`config.mk`:
```
export PLATFORM = sky130hd
export DESIGN_NAME = render_frame_scheduler
export DESIGN_NICKNAME = d
export VERILOG_FILES = /design/src/rtl/render_frame_scheduler_pkg.sv /design/src/rtl/render_frame_scheduler_tile_walker.sv /design/src/rtl/render_frame_scheduler.sv
export SDC_FILE = /design/constraint.sdc
export NUM_CORES = 1
export LEC_CHECK = 0
export ABC_AREA = 1
export CAP_MARGIN = 0
export CORE_MARGIN = 1.5
export CORE_UTILIZATION = 57
export DETAILED_ROUTE_END_ITERATION = 16
export PLACE_DENSITY = 0.95
export SYNTH_ARGS = -nofsm -noshare
export SYNTH_HDL_FRONTEND = slang
export SYNTH_SLANG_ARGS = --single-unit
```
`constraint.sdc`:
```
create_clock -name clk -period 4.4 [get_ports clk]
set_input_delay 0.44 -clock clk [delete_from_list [all_inputs] [get_ports clk]]
set_output_delay 0.44 -clock clk [all_outputs]
set_load 0.02 [all_outputs]
```
`src/rtl/render_frame_scheduler_pkg.sv`:
```
// Shared types and defaults for the RendererV3 frame scheduler.
// Defaults assume a 640x480 screen carved into 32x32 pixel tiles.
package render_pkg;

    localparam int unsigned TILE_PX     = 32;
    localparam int unsigned DEF_TILES_X = 640 / TILE_PX;
    localparam int unsigned DEF_TILES_Y = 480 / TILE_PX;

    // Counter width that stays legal (>= 1 bit) for degenerate sizes.
    function automatic int unsigned cnt_width(input int unsigned n);
        return (n > 1) ? $clog2(n) : 1;
    endfunction

    localparam int unsigned TILE_X_W = cnt_width(DEF_TILES_X);
    localparam int unsigned TILE_Y_W = cnt_width(DEF_TILES_Y);

    typedef enum logic [2:0] {
        IDLE,
        WAIT_VSYNC,
        DISPATCH,
        DRAIN,
        WAIT_FLIP
    } FrameSchedState_t;

    typedef struct packed {
        logic [TILE_X_W-1:0] tile_x;
        logic [TILE_Y_W-1:0] tile_y;
    } tile_coord_t;

endpackage

```
`src/rtl/render_frame_scheduler_tile_walker.sv`:
```
// Raster-order tile coordinate counter: x runs fastest, wraps into y.
// o_last flags the final tile of the screen.
module tile_walker
    import render_pkg::*;
#(
    parameter int unsigned TILES_X = DEF_TILES_X,
    parameter int unsigned TILES_Y = DEF_TILES_Y
) (
    input  logic                            clk,
    input  logic                            resetn,
    input  logic                            i_clear,
    input  logic                            i_advance,
    output logic [cnt_width(TILES_X)-1:0]   o_tile_x,
    output logic [cnt_width(TILES_Y)-1:0]   o_tile_y,
    output logic                            o_last
);

    localparam int unsigned XW = cnt_width(TILES_X);
    localparam int unsigned YW = cnt_width(TILES_Y);
    localparam logic [XW-1:0] X_LAST = XW'(TILES_X - 1);
    localparam logic [YW-1:0] Y_LAST = YW'(TILES_Y - 1);

    logic [XW-1:0] r_x;
    logic [YW-1:0] r_y;
    logic          w_x_last;
    logic          w_y_last;

    assign w_x_last = (r_x == X_LAST);
    assign w_y_last = (r_y == Y_LAST);

    always_ff @(posedge clk or negedge resetn) begin
        if (!resetn) begin
            r_x <= '0;
            r_y <= '0;
        end else if (i_clear) begin
            r_x <= '0;
            r_y <= '0;
        end else if (i_advance) begin
            if (w_x_last) begin
                r_x <= '0;
                r_y <= w_y_last ? '0 : r_y + 1'b1;
            end else begin
                r_x <= r_x + 1'b1;
            end
        end
    end

    assign o_tile_x = r_x;
    assign o_tile_y = r_y;
    assign o_last   = w_x_last & w_y_last;

endmodule

```
`src/rtl/render_frame_scheduler.sv`:
```
// Sequences one frame per display refresh: waits for vsync, streams every tile to the
// render cores with a bounded number outstanding, drains, then flips on the next vsync.
module render_frame_scheduler
    import render_pkg::*;
#(
    parameter int unsigned TILES_X      = DEF_TILES_X,
    parameter int unsigned TILES_Y      = DEF_TILES_Y,
    parameter int unsigned MAX_INFLIGHT = 4,
    parameter int unsigned FRAME_CNT_W  = 16
) (
    input  logic                            clk,
    input  logic                            resetn,
    input  logic                            vsync,
    input  logic                            enable,
    output logic                            tile_valid,
    input  logic                            tile_ready,
    output logic [cnt_width(TILES_X)-1:0]   tile_x,
    output logic [cnt_width(TILES_Y)-1:0]   tile_y,
    input  logic                            tile_done,
    output logic                            frame_busy,
    output logic                            flip,
    output logic                            back_buffer,
    output logic [FRAME_CNT_W-1:0]          frame_count,
    output logic                            overrun,
    output logic                            done_error
);

    localparam int unsigned IW = cnt_width(MAX_INFLIGHT + 1);
    localparam logic [IW-1:0] INFLIGHT_MAX = IW'(MAX_INFLIGHT);

    FrameSchedState_t       r_state;
    logic                   r_vsync_q;
    logic [IW-1:0]          r_inflight;
    logic                   r_busy;
    logic                   r_flip;
    logic                   r_back_buffer;
    logic [FRAME_CNT_W-1:0] r_frame_count;
    logic                   r_overrun;
    logic                   r_done_error;

    logic                   w_vsync_edge;
    logic                   w_accept;
    logic                   w_clear;
    logic                   w_last;

    assign w_vsync_edge = vsync & ~r_vsync_q;
    assign tile_valid   = (r_state == DISPATCH) && (r_inflight < INFLIGHT_MAX);
    assign w_accept     = tile_valid & tile_ready;
    // Raster restarts whenever a frame is launched, whether from idle or back-to-back.
    assign w_clear      = w_vsync_edge && enable &&
                          ((r_state == WAIT_VSYNC) || (r_state == WAIT_FLIP));

    tile_walker #(
        .TILES_X (TILES_X),
        .TILES_Y (TILES_Y)
    ) u_tile_walker (
        .clk       (clk),
        .resetn    (resetn),
        .i_clear   (w_clear),
        .i_advance (w_accept),
        .o_tile_x  (tile_x),
        .o_tile_y  (tile_y),
        .o_last    (w_last)
    );

    always_ff @(posedge clk or negedge resetn) begin
        if (!resetn) begin
            r_state       <= IDLE;
            r_vsync_q     <= 1'b1;
            r_inflight    <= '0;
            r_busy        <= 1'b0;
            r_flip        <= 1'b0;
            r_back_buffer <= 1'b0;
            r_frame_count <= '0;
            r_overrun     <= 1'b0;
            r_done_error  <= 1'b0;
        end else begin
            r_vsync_q <= vsync;
            r_flip    <= 1'b0;

            if (w_accept && !tile_done) begin
                r_inflight <= r_inflight + 1'b1;
            end else if (!w_accept && tile_done && (r_inflight != '0)) begin
                r_inflight <= r_inflight - 1'b1;
            end
            if (tile_done && (r_inflight == '0)) begin
                r_done_error <= 1'b1;
            end

            case (r_state)
                IDLE: begin
                    if (enable) r_state <= WAIT_VSYNC;
                end
                WAIT_VSYNC: begin
                    if (!enable) begin
                        r_state <= IDLE;
                    end else if (w_vsync_edge) begin
                        r_state <= DISPATCH;
                        r_busy  <= 1'b1;
                    end
                end
                DISPATCH: begin
                    if (w_vsync_edge) r_overrun <= 1'b1;
                    if (w_accept && w_last) r_state <= DRAIN;
                end
                DRAIN: begin
                    if (w_vsync_edge) r_overrun <= 1'b1;
                    if (r_inflight == '0) begin
                        r_state <= WAIT_FLIP;
                        r_busy  <= 1'b0;
                    end
                end
                WAIT_FLIP: begin
                    if (w_vsync_edge) begin
                        r_flip        <= 1'b1;
                        r_back_buffer <= ~r_back_buffer;
                        r_frame_count <= r_frame_count + 1'b1;
                        if (enable) begin
                            r_state <= DISPATCH;
                            r_busy  <= 1'b1;
                        end else begin
                            r_state <= IDLE;
                        end
                    end
                end
                default: begin
                    r_state <= IDLE;
                    r_busy  <= 1'b0;
                end
            endcase
        end
    end

    assign frame_busy  = r_busy;
    assign flip        = r_flip;
    assign back_buffer = r_back_buffer;
    assign frame_count = r_frame_count;
    assign overrun     = r_overrun;
    assign done_error  = r_done_error;

endmodule

```
==> impl_results.md <==
* Worst path slowest cell: clkdlybuf4s50_1
* Worst path cell trace: inv_2 -> nand3_1 -> nor2_1 -> clkdlybuf4s50_1
* Setup violators final at 0
* Worst hold path type: input pin to asynchronous set/reset pin
* Initial Util at 58.8%
* Final Hold Fails at 0
* Yosys reg bits at 37
* Min Tclk post-route at 2090 ps
* Crit path launch: r_state[2]$_DFFE_PN0P_
* Cell Area, Placed at 2550 sq um
* Total core area at 3630 sq um
* Total Neg Setup Slack at 0 ps
* Post-cts repair resize count at 0
* Final layout net count at 340
* Dpl hpwl at 3.34 mm
* Placement Rows at 22
* TritonCTS clock tree: done
* Synth-to-Final Area Change at 24.0%
* Max VDD drop at 0.000340 V
* Synthesized area at 2140 sq um
* Die Span Y at 64.2 um
* Worst setup margin at 2310 ps
* # Post-CTS Setup Buffers at 0
* Static leakage at 1.36 nW
* CP Max Fanout at 6
* Clock Skew at 1.36 ps
* CP Capture Type: primary output
* Clock sinks at 37
* Max Cap Violations at 0
* Reg2Reg Launch Point: r_state[2]$_DFFE_PN0P_
* RSZ-0062 raised after global routing: no
* Buf/Inv on CP at 2
* Final wirelength at 4.52 mm
* Cells after Synth at 287
* Syn Area/Cell at 7.44 sq um
* Cell family with the largest share of critical-path delay: buffers and inverters
* Tot GR Track Use at 24.9%
* # H-tree levels at 2
* Drt drc at 0
* Post-synth cell types at 28
* CTS Buf Count at 5
* Final count of pins violating max slew at 0
* Status: completed
* Synth Warn # at 0
* Port bufs at 36
* Routed Antenna Nets at 0
* Register area share after synthesis at 43.4%
* Setup WS pre-CTS at 2450 ps
* Critical path launch point type: register
* Via count at 1981
* Die area at 4120 sq um
* Reg clk slew, reported paths at 70 ps
* Post-CTS Hold Buffers at 0
* Slew margin rel. at 46.2%
* Fin area at 2650 sq um
* Crit path DAT at 1650 ps
* DRT Pass-1 Iters at 4
* Routability cong. at 0.779
* Syn nets at 298
* Vias per cell at 5.24
* N_diodes at 0
* Share of layout cells above drive strength 1 at 8.79%
* Global-route wire length before repair at 7.99 mm
* GRT Residual Overflow at 0
* Fin crit share at 47.5%
* Maximum clock insertion buffer count at 2
* Initial DRC count at 125
* Crit Path Category: register to primary output
* Fmax at 478 MHz
* Later-pin clock latency in the skew report at 290 ps
* Least-Margin Pin Slew at 807 ps
* Pwr dens at 372 nW/um^2
* # IOs at 37
* CP required at 3960 ps
* Fin util at 72.9%
* Vias in the first global route at 1893
* Initial antenna violation count at 0
* WL/cell at 12.0 um
* Worst path max stage delay at 610 ps
* Root buffer cell: clkbuf_8
* Pin count of the biggest net entering global routing at 38
* Chip Width at 64.2 um
==> kinds of logic (layout without fill, tap and decap cells) <==
| group | Yosys count | in the layout | share of synthesized area (%) |
|---|---|---|---|
| and+or+nand+nor | 172 | 172 | 35.3 |
| DFF | 37 | 37 | 43.4 |
| buffers and inverters | 37 | 80 | 6.56 |
| AOI/OAI and AO/OA | 23 | 23 | 6.09 |
| xor gates and xnor gates | 13 | 13 | 5.33 |
| adders and majority gates | 5 | 5 | 3.28 |
==> worst register-to-register path: cells and delay by family (launching register included) <==
family,cells,cell delay [ps]
buf+inv,2,180
fa+ha+maj,1,400
flops,1,470
simple gates,6,580
==> metal layers <==
metal,GRT usage (%),vias up,share of wire (%)
met5,0,-,0
met4,8.24,0,1.7
li1,-,997,-
met1,28.2,910,41
met3,6.87,6,4.8
met2,45.1,68,52
==> state kept, by name, summed over array words and instances, names as in the netlist <==
name                    count
r_vsync_q                   1
overrun                     1
u_tile_walker.o_tile_y      4
u_tile_walker.o_tile_x      5
back_buffer                 1
flip                        1
done_error                  1
frame_count                16
r_state                     3
r_inflight                  3
frame_busy                  1
==> cells in the final DEF, fill, tap and decap left out, types with 2 or more instances in the layout <==
cell type        synthesis  final
nand2_1                 99     99
dfrtp_1                 36     36
clkdlybuf4s50_1          0     35
inv_1                   29     29
inv_2                    7      7
o21ai_1                  4      4
a21oi_1                  2      2
nor3_1                   2      2
ha_1                     4      4
nor2_1                  30     30
nand4_1                 12     12
nor2_2                   4      4
xnor2_1                  3      3
o21bai_1                 2      2
o21ai_0                 11     11
nand2_2                  3      3
nand3_1                 18     18
clkbuf_8                 0      7
xor2_1                  10     10
==> final timing paths <==
path,depth (start not counted),slack (ps),end
min in group clk,1,480,overrun$_DFFE_PN0P_
max in group asynchronous,1,3660,r_state[2]$_DFFE_PN0P_
worst max register to register,9,2660,r_inflight[2]$_DFFE_PN0P_
worst min-delay path,1,230,frame_count[6]$_DFFE_PN0P_
worst min register to register,1,480,overrun$_DFFE_PN0P_
worst max-delay path,4,2310,tile_valid
==> cell usage after synthesis <==
master / instances / area share [%]
nand2_1: 99 / 17
dfrtp_1: 36 / 42
nor2_1: 30 / 5.3
inv_1: 29 / 5.1
nand3_1: 18 / 4.2
nand4_1: 12 / 3.5
o21ai_0: 11 / 2.6
xor2_1: 10 / 4.1
inv_2: 7 / 1.2
ha_1: 4 / 2.3
nor2_2: 4 / 1.2
o21ai_1: 4 / 0.94
nand2_2: 3 / 0.88
xnor2_1: 3 / 1.2
a21oi_1: 2 / 0.47
nor3_1: 2 / 0.47
o21bai_1: 2 / 0.70
a21boi_1: 1 / 0.35
a22oi_1: 1 / 0.35
a31oi_1: 1 / 0.29
buf_2: 1 / 0.23
dfstp_2: 1 / 1.2
fa_1: 1 / 0.94
nand3_2: 1 / 0.47
nand3_4: 1 / 0.82
nand4_2: 1 / 0.59
nor2_4: 1 / 0.53
o21ai_2: 1 / 0.41
==> per-stage QoR <==
step | cells | power (mW) | hold WS (ps)
after global placement | 370 | 0.708 | 465
final | 378 | 0.984 | 230
after global routing | 378 | 1.05 | 294
after floorplan | 287 | 0.610 | 144
after detailed placement | 370 | 0.724 | 468
after CTS | 378 | 0.990 | 257
==> layout make-up <==
class | instances | area, sq um
clock buffer | 7 | 96.3
clock inverter | 1 | 5.00
fill | 304 | 986
inverter | 36 | 135
multi-input combinational | 213 | 1070
sequential | 37 | 927
tap | 48 | 60.1
timing repair buffer | 36 | 355
==> power breakdown <==
part           internal (mW)  switching, mW  leakage (nW)
sequential             0.384         0.0520         0.439
clock                  0.142          0.121        0.0542
combinational          0.123          0.162         0.863
total                  0.648          0.335          1.36
Note: power is estimated with default switching activity, not from simulation.
